`src/rtl/pc_gen_pkg.sv`:
```
// Shared definitions for the fetch-address generator.
//   DefaultBusWidth : default fetch address width
//   DefaultResetPc  : default first fetch address after reset
//   PcStep          : sequential fetch stride in bytes
//   state_e         : one-hot request-tracking states
package pc_gen_pkg;

  localparam int unsigned DefaultBusWidth = 32;
  localparam logic [31:0] DefaultResetPc  = 32'h0000_0000;
  localparam int unsigned PcStep          = 4;

  // StIdle: post-reset bubble; StReq: request being offered to the ROM;
  // StAck: ROM accepted the address, waiting for pre-IF to take it.
  typedef enum logic [2:0] {
    StIdle = 3'b001,
    StReq  = 3'b010,
    StAck  = 3'b100
  } state_e;

endpackage

```
`src/rtl/pc_gen_if.sv`:
```
// Bundle of every non-clock signal around pc_gen.
//   Control in : hold_pc, redirect_valid, redirect_pc
//   ROM side   : mem_req, mem_addr (out of pc_gen), mem_addr_ok (in)
//   pre-IF side: valid_pre, ready_go_pre, next_pc, cancel_if (out), allow_in_if (in)
// master = pc_gen itself, slave = everything around it.
interface pc_gen_if #(
  parameter int unsigned BUS_WIDTH = 32
) ();

  logic                 hold_pc;
  logic                 redirect_valid;
  logic [BUS_WIDTH-1:0] redirect_pc;

  logic                 mem_req;
  logic [BUS_WIDTH-1:0] mem_addr;
  logic                 mem_addr_ok;

  logic                 valid_pre;
  logic                 ready_go_pre;
  logic [BUS_WIDTH-1:0] next_pc;
  logic                 allow_in_if;
  logic                 cancel_if;

  modport master (
    input  hold_pc,
    input  redirect_valid,
    input  redirect_pc,
    output mem_req,
    output mem_addr,
    input  mem_addr_ok,
    output valid_pre,
    output ready_go_pre,
    output next_pc,
    input  allow_in_if,
    output cancel_if
  );

  modport slave (
    output hold_pc,
    output redirect_valid,
    output redirect_pc,
    input  mem_req,
    input  mem_addr,
    output mem_addr_ok,
    input  valid_pre,
    input  ready_go_pre,
    input  next_pc,
    output allow_in_if,
    input  cancel_if
  );

endinterface

```
`src/rtl/pc_gen.sv`:
```
// Fetch-address generator feeding the pre-IF stage.
// Holds the architectural fetch PC, issues one ROM address request at a time,
// hands each accepted request to pre-IF, absorbs redirects and cancels any
// already-accepted request that turns out to be wrong-path.
//   clk : clock
//   rst : synchronous active-high reset
//   bus : pc_gen_if.master (ROM request, pre-IF handshake, redirect/hold in)
module pc_gen
  import pc_gen_pkg::*;
#(
  parameter int unsigned          BUS_WIDTH = DefaultBusWidth,
  parameter logic [BUS_WIDTH-1:0] RESET_PC  = BUS_WIDTH'(DefaultResetPc)
) (
  input logic      clk,
  input logic      rst,
  pc_gen_if.master bus
);

  state_e               state_q, state_d;
  logic [BUS_WIDTH-1:0] pc_q, pc_d;
  logic                 pend_valid_q, pend_valid_d;
  logic [BUS_WIDTH-1:0] pend_pc_q, pend_pc_d;
  logic                 stale_q, stale_d;
  logic                 drop_q, drop_d;

  logic                 mem_req;
  logic                 valid_pre;
  logic                 ready_go_pre;
  logic                 handoff;
  logic [BUS_WIDTH-1:0] redirect_tgt;
  logic [BUS_WIDTH-1:0] adv_pc;

  // Redirect targets are word-aligned; the low bits are simply discarded.
  assign redirect_tgt = {bus.redirect_pc[BUS_WIDTH-1:2], 2'b00};

  // Address taken on handoff: a live redirect wins, then a buffered one,
  // otherwise sequential (wraps naturally at the top of the address space).
  always_comb begin
    if (bus.redirect_valid) begin
      adv_pc = redirect_tgt;
    end else if (pend_valid_q) begin
      adv_pc = pend_pc_q;
    end else begin
      adv_pc = pc_q + BUS_WIDTH'(PcStep);
    end
  end

  always_comb begin
    state_d      = state_q;
    pc_d         = pc_q;
    pend_valid_d = pend_valid_q;
    pend_pc_d    = pend_pc_q;
    stale_d      = stale_q;
    drop_d       = 1'b0;
    mem_req      = 1'b0;
    valid_pre    = 1'b0;
    ready_go_pre = 1'b0;
    handoff      = 1'b0;

    unique case (state_q)
      StIdle: begin
        state_d = StReq;
        if (bus.redirect_valid) begin
          pc_d = redirect_tgt;
        end
      end

      StReq: begin
        valid_pre = 1'b1;
        // A redirect suppresses the request so nothing wrong-path is accepted.
        mem_req      = !bus.hold_pc && !bus.redirect_valid;
        ready_go_pre = mem_req && bus.mem_addr_ok;
        handoff      = ready_go_pre && bus.allow_in_if;
        if (bus.redirect_valid) begin
          pc_d = redirect_tgt;
        end else if (ready_go_pre && !bus.allow_in_if) begin
          state_d = StAck;
        end
      end

      StAck: begin
        valid_pre    = 1'b1;
        ready_go_pre = 1'b1;
        handoff      = bus.allow_in_if;
        if (handoff) begin
          state_d = StReq;
        end else if (bus.redirect_valid) begin
          // Address already accepted: keep it stable for pre-IF, remember the
          // target and mark the outstanding fetch as wrong-path.
          pend_valid_d = 1'b1;
          pend_pc_d    = redirect_tgt;
          stale_d      = 1'b1;
        end
      end

      default: begin
        state_d = StIdle;
      end
    endcase

    if (handoff) begin
      pc_d         = adv_pc;
      pend_valid_d = 1'b0;
      stale_d      = 1'b0;
      // The fetch just handed over is wrong-path if it was marked stale or a
      // redirect arrives in the very cycle it is handed over.
      drop_d       = stale_q || bus.redirect_valid;
    end
  end

  always_ff @(posedge clk) begin
    if (rst) begin
      state_q      <= StIdle;
      pc_q         <= RESET_PC;
      pend_valid_q <= 1'b0;
      pend_pc_q    <= '0;
      stale_q      <= 1'b0;
      drop_q       <= 1'b0;
    end else begin
      state_q      <= state_d;
      pc_q         <= pc_d;
      pend_valid_q <= pend_valid_d;
      pend_pc_q    <= pend_pc_d;
      stale_q      <= stale_d;
      drop_q       <= drop_d;
    end
  end

  assign bus.mem_req      = mem_req;
  assign bus.mem_addr     = pc_q;
  assign bus.valid_pre    = valid_pre;
  assign bus.ready_go_pre = ready_go_pre;
  assign bus.next_pc      = pc_q;
  assign bus.cancel_if    = bus.redirect_valid || drop_q;

endmodule

```
`src/flat_wrapper.sv`:
```
// flat-port wrapper written by rule: the top's interface ports become plain ports
module pc_gen_flat import pc_gen_pkg::*;
#(
  parameter int unsigned          BUS_WIDTH = DefaultBusWidth,
  parameter logic [BUS_WIDTH-1:0] RESET_PC  = BUS_WIDTH'(DefaultResetPc)
)
  (clk, rst, bus_hold_pc, bus_redirect_valid, bus_redirect_pc, bus_mem_req, bus_mem_addr, bus_mem_addr_ok, bus_valid_pre, bus_ready_go_pre, bus_next_pc, bus_allow_in_if, bus_cancel_if);
  pc_gen_if #(.BUS_WIDTH(BUS_WIDTH)) bus_i ();
  input logic clk;
  input logic rst;
  input wire logic [$bits(bus_i.hold_pc)-1:0] bus_hold_pc;
  input wire logic [$bits(bus_i.redirect_valid)-1:0] bus_redirect_valid;
  input wire logic [$bits(bus_i.redirect_pc)-1:0] bus_redirect_pc;
  output wire logic [$bits(bus_i.mem_req)-1:0] bus_mem_req;
  output wire logic [$bits(bus_i.mem_addr)-1:0] bus_mem_addr;
  input wire logic [$bits(bus_i.mem_addr_ok)-1:0] bus_mem_addr_ok;
  output wire logic [$bits(bus_i.valid_pre)-1:0] bus_valid_pre;
  output wire logic [$bits(bus_i.ready_go_pre)-1:0] bus_ready_go_pre;
  output wire logic [$bits(bus_i.next_pc)-1:0] bus_next_pc;
  input wire logic [$bits(bus_i.allow_in_if)-1:0] bus_allow_in_if;
  output wire logic [$bits(bus_i.cancel_if)-1:0] bus_cancel_if;
  assign bus_i.hold_pc = bus_hold_pc;
  assign bus_i.redirect_valid = bus_redirect_valid;
  assign bus_i.redirect_pc = bus_redirect_pc;
  assign bus_mem_req = bus_i.mem_req;
  assign bus_mem_addr = bus_i.mem_addr;
  assign bus_i.mem_addr_ok = bus_mem_addr_ok;
  assign bus_valid_pre = bus_i.valid_pre;
  assign bus_ready_go_pre = bus_i.ready_go_pre;
  assign bus_next_pc = bus_i.next_pc;
  assign bus_i.allow_in_if = bus_allow_in_if;
  assign bus_cancel_if = bus_i.cancel_if;
  pc_gen #(.BUS_WIDTH(BUS_WIDTH), .RESET_PC(RESET_PC)) u_core (.clk(clk), .rst(rst), .bus(bus_i));
endmodule
```
`config.mk`:
```
export PLATFORM = sky130hd
export DESIGN_NAME = pc_gen_flat
export DESIGN_NICKNAME = d
export VERILOG_FILES = /design/src/rtl/pc_gen_pkg.sv /design/src/rtl/pc_gen_if.sv /design/src/rtl/pc_gen.sv /design/src/flat_wrapper.sv
export SDC_FILE = /design/constraint.sdc
export NUM_CORES = 1
export LEC_CHECK = 0
export ABC_CLOCK_PERIOD_IN_PS = 1950
export BUFFER_PORTS_ARGS = -buffer_cell sky130_fd_sc_hd__buf_2
export CAP_MARGIN = 0
export CORE_ASPECT_RATIO = 0.75
export CORE_UTILIZATION = 48
export DETAILED_ROUTE_END_ITERATION = 10
export HOLD_SLACK_MARGIN = 0.06
export PLACE_DENSITY_LB_ADDON = 0.2
export SYNTH_ARGS = -nofsm -noshare
export SYNTH_HDL_FRONTEND = slang
export SYNTH_SLANG_ARGS = --single-unit
```
`constraint.sdc`:
```
create_clock -name clk -period 1.95 [get_ports clk]
set_clock_uncertainty 0.1 [all_clocks]
set_input_delay 0 -clock clk [delete_from_list [all_inputs] [get_ports clk]]
set_output_delay 0 -clock clk [all_outputs]
set_load 0.02 [all_outputs]
```
* Yosys cells after proc, flatten, opt, wreduce, memory -nomap -nowiden
Cells that the tools add are included.
Cells by class: divide/modulo/power cells 0, shift operators 0, bitwise logic cells 2, $lt $le $gt $ge 0, mux-type cells 13, $mul 0, reductions and logical operators 18, equal/unequal tests 6, add/sub/neg operators 1
Operators by type and width (number):
- 32-bit two-way mux | 5
- 32-bit by 3-bit adder with 32-bit output, second input constant | 1
- 3-bit two-way mux | 3
- 3-bit one-hot mux with 3 select lines | 1
- 2-bit OR reduction | 4
- 3-bit AND reduction | 2
- 1-bit logical AND | 4
- 2-bit inequality test, second input constant | 2
- 1-bit one-hot mux with 2 select lines | 2
- 2-bit nonzero test | 2
- 3-bit by 1-bit == test with 1-bit output, second input constant | 1
- 3-bit by 2-bit == test with 1-bit output, second input constant | 1
- 3-bit == test, second input constant | 1
- 1-bit zero test | 3
- 1-bit logical OR | 2
- 1-bit two-way mux | 2
- 2-bit by 1-bit inequality test with 1-bit output, second input constant | 1
- 1-bit NOT | 2
- 2-bit AND reduction | 1
Word-level totals: logic and storage cells 45, memory bits (writable) 0, input port bits 38, ROM bits 0, memories 0, latch bits 0, flip-flop bits (word level) 67

* Longest topological paths before layout
Gate-level depths: netlist of the first run.
word-level depth 7, depth in mapped cells 8

* Worst setup path after synthesis of the first run
Ideal clock, no wire load.
kind register -> register, start register u_core.pc_q[4], in the netlist u_core.bus.mem_addr[4], end register u_core.pc_q[29], in the netlist u_core.bus.mem_addr[29], library setup time 58 ps, arrival 2013 ps, stages on the path, launching flop included 7, slack -222 ps, data required time 1792 ps, cells stage by stage dfxtp_1 nand3_4 nor4_4 nand4_4 or3_1 a21oi_1 o221a_2
Between the ends: longest elaborated chain between the ends 4
RTL lines:
- start: declaration | RTL line pc_gen.sv:20 | logic [BUS_WIDTH-1:0] pc_q, pc_d;
- start signal: assignment | RTL line pc_gen.sv:121 | pc_q <= pc_d;
- 32-bit by 3-bit adder with 32-bit output | RTL line pc_gen.sv:44 | adv_pc = pc_q + BUS_WIDTH'(PcStep);
- 32-bit two-way mux | RTL line pc_gen.sv:41 | end else if (pend_valid_q) begin
- 32-bit two-way mux | RTL line pc_gen.sv:39 | if (bus.redirect_valid) begin
- 32-bit two-way mux | RTL line pc_gen.sv:101 | if (handoff) begin
Every way passes these cells. A chain may end at the register's enable or synchronous reset.

* Worst setup path after layout of the first run
start register u_core.state_q[2], end register u_core.pc_q[24], in the netlist u_core.bus.mem_addr[24]
Between the ends: longest elaborated chain between the ends 4, elaborated cells between the ends (all ways) 9
RTL lines:
- start: declaration | RTL line pc_gen.sv:19 | state_e state_q, state_d;
- start signal: assignment | RTL line pc_gen.sv:113 | state_q <= StIdle;
- start signal: assignment | RTL line pc_gen.sv:120 | state_q <= state_d;
- 3-bit == test (tied with other cells) | RTL line pc_gen.sv:60 | unique case (state_q)
- 1-bit one-hot mux with 2 select lines or 2-bit OR reduction (tied branches)
- 2-bit nonzero test (no line)
- 2-bit AND reduction (no line)
Several ways; a longest one is shown, not always the timed one.

==> results, run 1 <==
- The die is 105 µm wide.
- The power density over cell area is 817 nW/µm².
- The first detailed-routing pass took 4 iterations.
- The max-cap violation count is 0.
- The count of unresolved DRC violations after routing is 0.
- The kind of end point of the critical path is a flip-flop.
- The boundary pin count is 106.
- The final HPWL from detailed placement is 7700 µm.
- The number of sinks handled by clock tree synthesis is 65.
- Entering global routing, the biggest net connects 36 pins.
- The detailed router placed 4216 vias in this run.
- The total negative slack for setup checks is 0 ns.
- The number of H-tree levels is 3.
- The count of standard-cell rows is 27.
- Counting flops and latches in the post-synthesis netlist gives 65.
- The area growth from synthesis to layout is 38.2%.
- The library cell with the largest summed area after synthesis is dfxtp_1.
- Global routing finished with a remaining overflow of 0.
- Counting flops with a built-in enable in the synthesized netlist gives 0.
- The placed instances occupy a cell area of 4560 µm².
- The worst setup path is of the flip-flop to flip-flop kind.
- In this run the remaining antenna-violating nets after routing total 0.
- Wires add up to 12100 µm.
- During synthesis, Yosys emitted a total of 0 warnings.
- The standard cell core area is 7530 µm².
- The initial antenna violation count is 0.
- The met1 demand-to-capacity share in global routing is 0.391.
- The most common cell in the synthesized netlist is nand2_1.
- The classification of the worst-slack hold path is primary input to flip-flop.
- The final layout contains 687 nets.
- The maximum fanout count along the critical path is 7.
- The all-layer global routing usage is 0.291.
- The startpoint type of the worst setup path is a flip-flop.
- Data arrives at the worst endpoint at 2.01 ns.
- Setup repair after global routing could not meet its margin everywhere.
- The CTS tree is yes.
- Yosys attributes the largest share of cell area to dfxtp_1, nand2_1, a21oi_1.
- After detailed routing, the number of vias per cell comes to 5.60.
- The die covers 8340 µm².
- Counting instances in the post-synthesis netlist gives the leading cell types as nand2_1, dfxtp_1, a21oi_1.
- The cell at the root of the clock tree is clkbuf_8.
- Fill cells in the final layout number 599.
- The run finished with clean final reports.
- The die span in y is 79.3 µm.
- Timing would allow up to 533 MHz.
- After clock tree synthesis, the clock-pin slew on the worst setup and hold paths is 0.07 ns.
- The starting utilization of the core area is 0.508.
- Of the available clock period, the critical path in the final layout requires 0.963.
- The final hold violation count is 0.
- The fraction of post-synthesis cell area in the top cell type by area is 0.340.
- In this run the most used layer during global routing was met2.
- For met3 alone, demand over resource in global routing was 0.0525.
- The clock network latency to the later pin of the worst-skew pair is 0.35 ns.
- In the final layout, the share of cells above drive strength 1 is 0.342.
- The post-synthesis instance area is 3830 µm².
- The port buffer count is 99.
- For met2 alone, demand over resource in global routing was 0.470.
- The static leakage power is 2.21 nW.
- In this run the mean area of a mapped cell was 7.61 µm².
- The distinct cell type count after synthesis is 56.
- The core occupancy in the finished layout is 0.702.
- The first global-routing pass estimated 19100 µm of wire.
- Among all flip-flop cells after synthesis, the most frequent one is dfxtp_1.
- The number of slew-limit violations in the final report came to 0.
- Counting the buffers created by CTS gives 9.
- No sink is reached through more buffers than the 2 on the longest clock path.
- The count of final setup violators is 0.
- The highest ir drop seen on vdd is 0.471 mV.
- The global placer's final weighted congestion is 0.825.
- The share of synthesized area occupied by flip-flops and latches is 0.340.
- The via count of the first global-routing pass was 3863.
- The post-synthesis async set-or-reset flop share is 0.
- The average wire per cell in the routed design is 16.0 µm.
- The finished layout cell area is 5290 µm².
- Data on the critical path is required at its endpoint by 2.08 ns.
- The repair_antennas step left the layout with diodes totalling 0.
- The minimum clock period is 1.88 ns.
- The detailed router's first-iteration violation count is 327.
- The gate count after technology mapping is 503.
-- final cells by class --
class                      count  area (µm²)  share of cell area
multi-input combinational    367        2210               0.418
inverter                       7        26.3             0.00497
timing repair buffer         198        1400               0.265
clock inverter                 2        12.5             0.00237
sequential                    65        1340               0.254
tap                          101         126              0.0239
clock buffer                  13         169              0.0319
-- state kept, by name, indices dropped and copies added, names as in the netlist --
| name | count |
|---|---|
| u_core.pend_pc_q | 30 |
| u_core.bus.mem_addr | 30 |
| u_core.drop_q | 1 |
| u_core.pend_valid_q | 1 |
| u_core.state_q | 3 |
-- power by group --
part	total (mW)	internal (mW)	leakage [nW]	switching [mW]
Sequential	1.62	1.47	0.537	0.154
Combinational	1.61	0.674	1.58	0.934
Clock	1.09	0.557	0.0915	0.530
Total	4.32	2.70	2.21	1.62
-- worst paths after layout --
path / to / start / slack (ns) / cells after the start
worst max-delay path: u_core.bus.mem_addr[24] / u_core.state_q[2] / 0.07 / 9
worst min-delay path: u_core.bus.mem_addr[25] / bus_redirect_valid / 0.14 / 4
worst max register to register: u_core.bus.mem_addr[24] / u_core.state_q[2] / 0.07 / 9
worst min register to register: u_core.pend_pc_q[6] / u_core.pend_pc_q[6] / 0.36 / 2
-- cell families (layout without fill, tap and decap cells) --
kind of cell               after synthesis  after routing  synth area share
and+or+nand+nor                        200            200             0.256
adders and majority gates                1              1           0.00327
other                                    1              4          0.000980
DFF                                     65             65             0.340
buffers and inverters                   74            220             0.114
xor gates and xnor gates                24             24            0.0549
AOI/OAI and AO/OA                      133            133             0.216
muxes                                    5              5            0.0141
-- critical path, cell delays in order (launching register included) --
cell and delay (ns):
dfxtp_4 0.40, buf_6 0.12, nor4bb_4 0.04, buf_4 0.14, o21a_4 0.24, clkbuf_16 0.16
a32oi_1 0.21, o21ai_0 0.11, a22oi_1 0.18, nor2_1 0.05
-- cells in the final DEF, fill, tap and decap left out, types with 3 or more instances in the layout --
master,n
nor2_1,32
a21oi_1,55
a31oi_1,3
o21a_1,7
a211oi_1,9
buf_12,4
o221ai_1,6
buf_6,3
o21ai_0,21
a221oi_1,5
o21ai_1,6
conb_1,4
nor2b_1,3
inv_1,6
nor3_1,12
buf_2,99
and3_1,9
nand3_1,16
nand2_1,97
mux2_2,3
dfxtp_4,10
nand4_1,6
xor2_1,5
dfxtp_2,4
dlygate4sd3_1,33
dfxtp_1,51
clkbuf_8,12
xnor2_1,18
buf_4,58
-- metrics by stage --
step | total power, mW | instances | worst slack (ns) | hold WS, ns
6_report | 4.32 | 753 | 0.0725 | 0.143
5_1_grt | 4.53 | 753 | -0.0460 | 0.176
4_1_cts | 4.24 | 743 | 0.0138 | 0.105
3_5_place_dp | 3.11 | 694 | -0.0704 | 0.157
3_3_place_gp | 3.09 | 694 | -0.00658 | 0.154
2_1_floorplan | 2.64 | 506 | 0.0156 | -0.0213
-- metal layers --
| layer | vias to the layer above | wire [µm] |
|---|---|---|
| met1 | 1991 | 5360 |
| met4 | 0 | 180 |
| met3 | 16 | 923 |
| li1 | 2018 | - |
| met2 | 191 | 5610 |
| met5 | - | 0 |
-- what timing repair did --
action,CTS,global route
cloned,0,1
endpoints found under the hold margin,62,0
setup buffers,1,9
pin swaps,3,15
endpoints found under the setup margin,13,26
hold buffers,33,0
gates resized for setup,4,27
No activity file was read; power rests on OpenSTA's default activity.
==> run 2: changes to the inputs <==
- ABC_CLOCK_PERIOD_IN_PS: 1950 -> 1600
- GPL_ROUTABILITY_DRIVEN: unset -> 1
- SETUP_SLACK_MARGIN: unset -> 0.02
- clock period: 1.95 -> 1.6 ns (I/O delays scaled with it)
==> results, run 2 (same netlist as run 1, synthesis figures left out) <==
- The flow ran to the end, but the final reports show violations.
- The final reports fail on setup timing.
- In this run the tool buffered the top-level ports with 99 buffer cells.
- The cell at the root of the clock tree is clkbuf_8.
- After the last flow step, the layout net total stands at 729.
- The worst register-to-register path ends at u_core.bus.mem_addr[29].
- TritonCTS built the clock tree.
- Of the available clock period, the critical path in the final layout requires 1.26.
- Counting I/O delays and the setup requirement, the final critical path takes 2.01 ns.
- The number of clock buffers inserted by TritonCTS is 9.
- Of the cells placed in the final design, the portion with a size suffix greater than 1 is 0.509.
- The synthesis-to-finish area growth is 64.7%.
- In the final layout, flip-flops and latches occupy 1360 µm².
- Summed over all cells, the static leakage comes to 2.59 nW.
- The number of detailed-routing iterations run before antenna repair is 5.
- The area of the die is 8340 µm².
- The first-pass GRT wire length is 21000 µm.
- No sink is reached through more buffers than the 2 on the longest clock path.
- The worst register-to-register path has a depth of 7.
- For this configuration, the core starts out at a cell density of 0.508.
- Of the total power, the clock network draws 0.247.
- The worst pin sits at a relative slew slack of 0.461.
- After global routing the overflow that remains totals 0.
- At the pin with the least slew margin, the transition time is 0.805 ns.
- The via count of the first global-routing pass is 4311.
- The achievable clock frequency is 498 MHz.
- The hold path endpoint is u_core.state_q[1].
- The area of the multi-input gates is 2720 µm².
- The class of the most critical setup path is flip-flop to flip-flop.
- Clock latency on the worst-skew pair, taken at its later pin, is 0.36 ns.
- The power consumption is 6.14 mW.
- Detailed placement ended at an HPWL of 8410 µm.
- The share of power burned in combinational logic is 0.428.
- The number of vias in the routed layout is 4744.
- The number of sinks handled by clock tree synthesis is 65.
- The number of slew-limit violations in the final report is 0.
- STA classifies the critical path endpoint as a flip-flop.
- The all-layer global routing usage is 0.325.
- The power density over cell area is 975 nW/µm².
- The fraction of power consumed by sequential logic is 0.325.
- The clock-pin slew on the worst setup and hold paths is 0.07 ns.
- The routed via count divided by cell count is 5.96.
- Measured along the x axis, the die boundary spans 105 µm.
- After detailed routing, the total wire length is 15600 µm.
- The setup check on the worst reg-to-reg path leaves a slack of -0.41 ns.
- Setup slack on the critical path of the routed design comes to -0.409 ns.
- 0 antenna diodes ended up in the layout.
- The maximum number of pins on one net before global-route repair is 39.
- In this run the standard cell core region covers 7530 µm².
- The data arrival time at the worst-slack endpoint is 2.21 ns.
- The number of H-tree levels is 3.
- The average wire per cell in the routed design is 19.6 µm.
- For the worst setup path, the data required time is 1.80 ns.
- In this run the remaining antenna-violating nets after routing total 0.
- The launching element of the worst setup path is u_core.bus.mem_addr[9].
- After floorplanning, the core was divided into 27 placement rows.
- Setup repair after global routing could not meet its margin everywhere.
- The worst setup path is launched from a flip-flop.
- After routing the design area is 6300 µm².
- The worst reg2reg path startpoint is u_core.bus.mem_addr[9].
- The max-cap violation count is 0.
- The hold path depth is 6.
- The commonest non-fill, non-tap cell in the layout is buf_2.
- Of the total power, the share spent switching nets is 0.385.
- The global placer's final weighted congestion is 0.851.
- The initial antenna violation count is 0.
- The die span in y is 79.3 µm.
- The post-detailed-placement cell area is 4850 µm².
- Cell internal power was estimated by the tool at 3.78 mW.
- The count of final setup violators is 59.
- For this block, the initial DRC count from the detailed router was 425.
- The number of fill cells is 391.
- In the layout the commonest cells are buf_2, nand2_1, buf_4.
- The analysis attributes to net switching a power of 2.36 mW.
- The highest ir drop seen on vdd is 0.633 mV.
- The classification of the worst-slack hold path is primary input to flip-flop.
- Pin placement for this block handled 106 I/O pins.
- The final hold violation count is 0.
- For this run, design rule violations remaining after detail routing come to 0.
- The worst hold path begins at bus_mem_addr_ok.
- Of all nets on the critical path, the largest fanout is 4.
## run 2: cell types whose count changed in the layout (fill, tap and decap cells not counted), sizes merged
| cell | change |
|---|---|
| dlygate4sd3 | -1 |
| o31ai | +1 |
| clkinvlp | -1 |
| bufinv | +1 |
| buf | +40 |
| clkbuf | +3 |
## run 2: repair_timing
item / in CTS / in global routing
gates resized for setup: 62 / 97
hold buffers: 32 / 0
gates cloned: 3 / 3
buffers inserted: 10 / 13
endpoints found under the hold margin: 62 / 0
setup endpoints to repair: 64 / 64
pin swaps: 24 / 47
## run 2: layout make-up
| class | instances | share of cell area |
|---|---|---|
| multi-input combinational | 368 | 0.431 |
| timing repair buffer | 239 | 0.297 |
| sequential | 65 | 0.215 |
| clock buffer | 14 | 0.0274 |
| tap | 101 | 0.0200 |
| clock inverter | 2 | 0.00556 |
| inverter | 7 | 0.00417 |
## run 2: worst max-delay path by stage
stage / end / slack [ns] / cells after the start
after global routing: u_core.bus.mem_addr[29] / -0.45 / 7
after floorplan: u_core.bus.mem_addr[29] / -0.33 / 6
after detailed placement: u_core.bus.mem_addr[16] / -0.38 / 6
after CTS: u_core.bus.mem_addr[15] / -0.29 / 7
final: u_core.bus.mem_addr[29] / -0.41 / 7
after global placement: u_core.bus.mem_addr[15] / -0.26 / 7
## run 2: power groups by stage
stage	sequential, mW	combinational (mW)	clock, mW
floorplan	2.22	1.12	0
global placement	1.98	1.96	0
detailed placement	1.98	2.00	0
CTS	1.97	2.37	1.51
global route	2.01	2.75	1.60
finish	2.00	2.63	1.52
## run 2: stage by stage
| stage | instances | setup slack, ns | hold slack [ns] | utilization | TNS, ns |
|---|---|---|---|---|---|
| global placement | 721 | -0.263 | 0.134 | 0.644 | -6.36 |
| global route | 796 | -0.450 | 0.166 | 0.837 | -10.59 |
| finish | 796 | -0.409 | 0.109 | 0.837 | -7.19 |
| floorplan | 506 | -0.331 | -0.0213 | - | -2.59 |
| CTS | 782 | -0.285 | 0.116 | 0.768 | -5.33 |
| detailed placement | 721 | -0.377 | 0.150 | 0.644 | -10.78 |
## run 2: metal layers
| metal | GRT usage | routed length [µm] | vias up | share of wire |
|---|---|---|---|---|
| met3 | 0.0690 | 1330 | 69 | 0.085 |
| met1 | 0.401 | 6230 | 2243 | 0.40 |
| met4 | 0.115 | 532 | 0 | 0.034 |
| met5 | 0 | 0 | - | 0 |
| li1 | - | - | 2116 | - |
| met2 | 0.564 | 7500 | 316 | 0.48 |
## run 2: critical path: stages, from the launching register on
cell and delay (ns):
dfxtp_4 0.36, nand4_4 0.12, nor4_4 0.37, buf_4 0.18, nand4_4 0.09, or3_1 0.37
a21oi_2 0.16, o221a_2 0.20
==> run 3: changes to the inputs <==
- REMOVE_ABC_BUFFERS: unset -> 1
==> results, run 3 (same netlist as run 1, synthesis figures left out) <==
- The critical-path cell with the highest stage delay is dfxtp_2.
- The initial antenna violation count is 0.
- The die span in y is 79.3 µm.
- The leftover overflow at the end of global routing is 0.
- The kind of cell with the highest combined delay on the critical path is simple AND/OR/NAND/NOR gates.
- Traced cell by cell, the critical path runs through nand2_4 -> buf_6 -> nor4_4 -> buf_4 -> nand4_4 -> or3_1 -> a21oi_1 -> o221a_2.
- The count of standard-cell rows is 27.
- The first global-routing pass estimated 21600 µm of wire.
- The fraction of power consumed by sequential logic is 0.324.
- Using the TritonRoute via totals, the vias-per-cell ratio works out to 5.90.
- In this run the clock root is driven by a clkbuf_8.
- The switching portion of total power is 0.378.
- The checks that failed: setup timing.
- For this design the static power due to leakage is 2.79 nW.
- Buffers placed on the I/O ports in this run total 99.
- The tool flagged a number of max-cap violations equal to 0.
- The core occupancy in the finished layout is 0.857.
- VDD sags by at most 0.642 mV.
- The class of the most critical setup path is flip-flop to flip-flop.
- Internal power comes to 3.77 mW.
- The post-detailed-route count of antenna-violating nets is 0.
- The fraction of final layout cells with drive strength greater than 1 is 0.556.
- The total net switching power is 2.29 mW.
- The library cells used most frequently in the layout, excluding fill and tap cells, are buf_2, buf_4, nand2_1.
- The worst setup timing slack at the placement stage is -0.449 ns.
- Derived from the worst setup path, the maximum achievable clock frequency is 505 MHz.
- The flop-to-flop setup slack is -0.38 ns.
- The final wirelength is 15600 µm.
- Setup repair after global routing could not meet its margin everywhere.
- The count of final setup violators is 63.
- The run finished, with violations left.
- Power spread over the standard cell area amounts to 939 nW/µm².
- The clock share of power is 0.246.
- The critical path buffer and inverter count is 2.
- The average wire per cell in the routed design is 19.6 µm.
- Counting along the longest clock path gives a buffer depth of 2.
- For met2 alone, demand over resource in global routing was 0.568.
- After detailed routing, the number of remaining DRC violations is 0.
- Clock-pin slew was measured on the worst setup and hold paths at 0.07 ns.
- The met1 demand-to-capacity share in global routing is 0.412.
- The non-filler instance count after layout is 794.
- The via count of the first global-routing pass came to 4376.
- The layer flagged by global routing as most heavily used is met2.
- The startpoint type of the worst setup path is a flip-flop.
- In this run the worst path has a maximum fanout of 2.
- The clock tree synthesis step divided the H-tree into 3 levels.
- The portion of the clock cycle consumed by the worst path in the final layout is 1.24.
- The boundary pin count is 106.
- The clock network latency to the later pin of the worst-skew pair is 0.36 ns.
- The number of slew-limit violations in the final report is 0.
- The final hold violation count is 0.
- The global placer's final weighted congestion is 0.868.
- The count of nets after finishing is 727.
- The final HPWL from detailed placement is 8230 µm.
- The library cell used most frequently in the layout, excluding fill and tap cells, is buf_2.
- The number of antenna diodes in the final layout is 0.
- For this run, the slowest stage of the critical path takes 0.36 ns.
- After layout, the minimum clock period comes to 1.98 ns.
- The global-route track usage on met3 is 0.0731.
- For this run, the total global-route usage over all layers was measured as 0.332.
- After routing, the total negative slack on setup checks comes to -9.30 ns.
- The number of vias in the routed layout is 4688.
- The number of clock buffers inserted by TritonCTS is 9.
- On the final layout, the worst hold slack is 0.0818 ns.
- The area of the die is 8340 µm².
- Including well taps, the total number of placed cells is 720.
- The share of power burned in combinational logic is 0.430.
- Setup slack on the critical path of the routed design comes to -0.379 ns.
- The worst hold path belongs to the class primary input to flip-flop.
- For the worst setup path, the data arrival time is 2.18 ns.
- The worst setup path is captured at a flip-flop.
- The number of detailed-routing iterations run before antenna repair is 6.
- The starting utilization of the core area is 0.508.
- The CTS tree is yes.
- Entering global routing, the biggest net connects 42 pins.
- For the worst setup path, the data required time is 1.81 ns.
- The first routing iteration left 431 violations.
- The tree built by TritonCTS fans out to 65 sinks.
- The synthesis-to-finish area growth is 68.6%.
- Measured along the x axis, the die boundary spans 105 µm.
- The core region is 7530 µm².
-- run 3: changes by cell type in the layout (fill, tap and decap cells not counted), sizes merged --
| cell | delta |
|---|---|
| o31ai | -1 |
| clkbuf | -1 |
-- run 3: worst paths after layout --
kind                                         startpoint  depth (start not counted)                 endpoint
worst min-delay path                    bus_mem_addr_ok                          5        u_core.state_q[1]
worst max-delay path            u_core.bus.mem_addr[13]                          8  u_core.bus.mem_addr[29]
worst max register to register  u_core.bus.mem_addr[13]                          8  u_core.bus.mem_addr[29]
worst min register to register      u_core.pend_pc_q[7]                          2      u_core.pend_pc_q[7]
-- run 3: area by class of cell --
class | instances | area, µm²
Sequential cell | 65 | 1330
Fill cell | 390 | 1080
Clock buffer | 14 | 173
Multi-Input combinational cell | 367 | 2890
Timing Repair Buffer | 238 | 1880
Tap cell | 101 | 126
Inverter | 7 | 26.3
Clock inverter | 2 | 35.0
-- run 3: stage by stage --
| step | cell area, µm² | power [mW] |
|---|---|---|
| after detailed placement | 4730 | 3.90 |
| after global routing | 6450 | 6.31 |
| after CTS | 5890 | 5.75 |
| after global placement | 4730 | 3.87 |
| after floorplan | 3430 | 2.94 |
| final | 6450 | 6.06 |
-- run 3: tightest hold or removal path, stage by stage --
cell	delay (ns)
buf_2	0.13
a311o_1	0.17
a21oi_1	0.08
nor2_2	0.08
nor2_1	0.05
-- run 3: per-layer routing --
layer | vias up | part of all wire
li1 | 2103 | -
met1 | 2218 | 0.39
met2 | 305 | 0.48
met3 | 62 | 0.095
met4 | 0 | 0.037
met5 | - | 0
-- run 3: what timing repair did --
item / CTS / global route
setup endpoints to repair: 63 / 64
hold endpoints to repair: 63 / 0
resized for setup: 127 / 133
pin swaps: 57 / 70
gates cloned: 2 / 3
buffers inserted: 20 / 8
hold buffers: 32 / 0
-- run 3: power groups by stage --
stage / registers [mW] / clock network [mW] / logic [mW]
2_1_floorplan: 2.38 / 0 / 0.566
3_3_place_gp: 1.93 / 0 / 1.94
3_5_place_dp: 1.94 / 0 / 1.96
4_1_cts: 1.94 / 1.50 / 2.32
5_1_grt: 1.98 / 1.58 / 2.74
6_report: 1.97 / 1.49 / 2.61
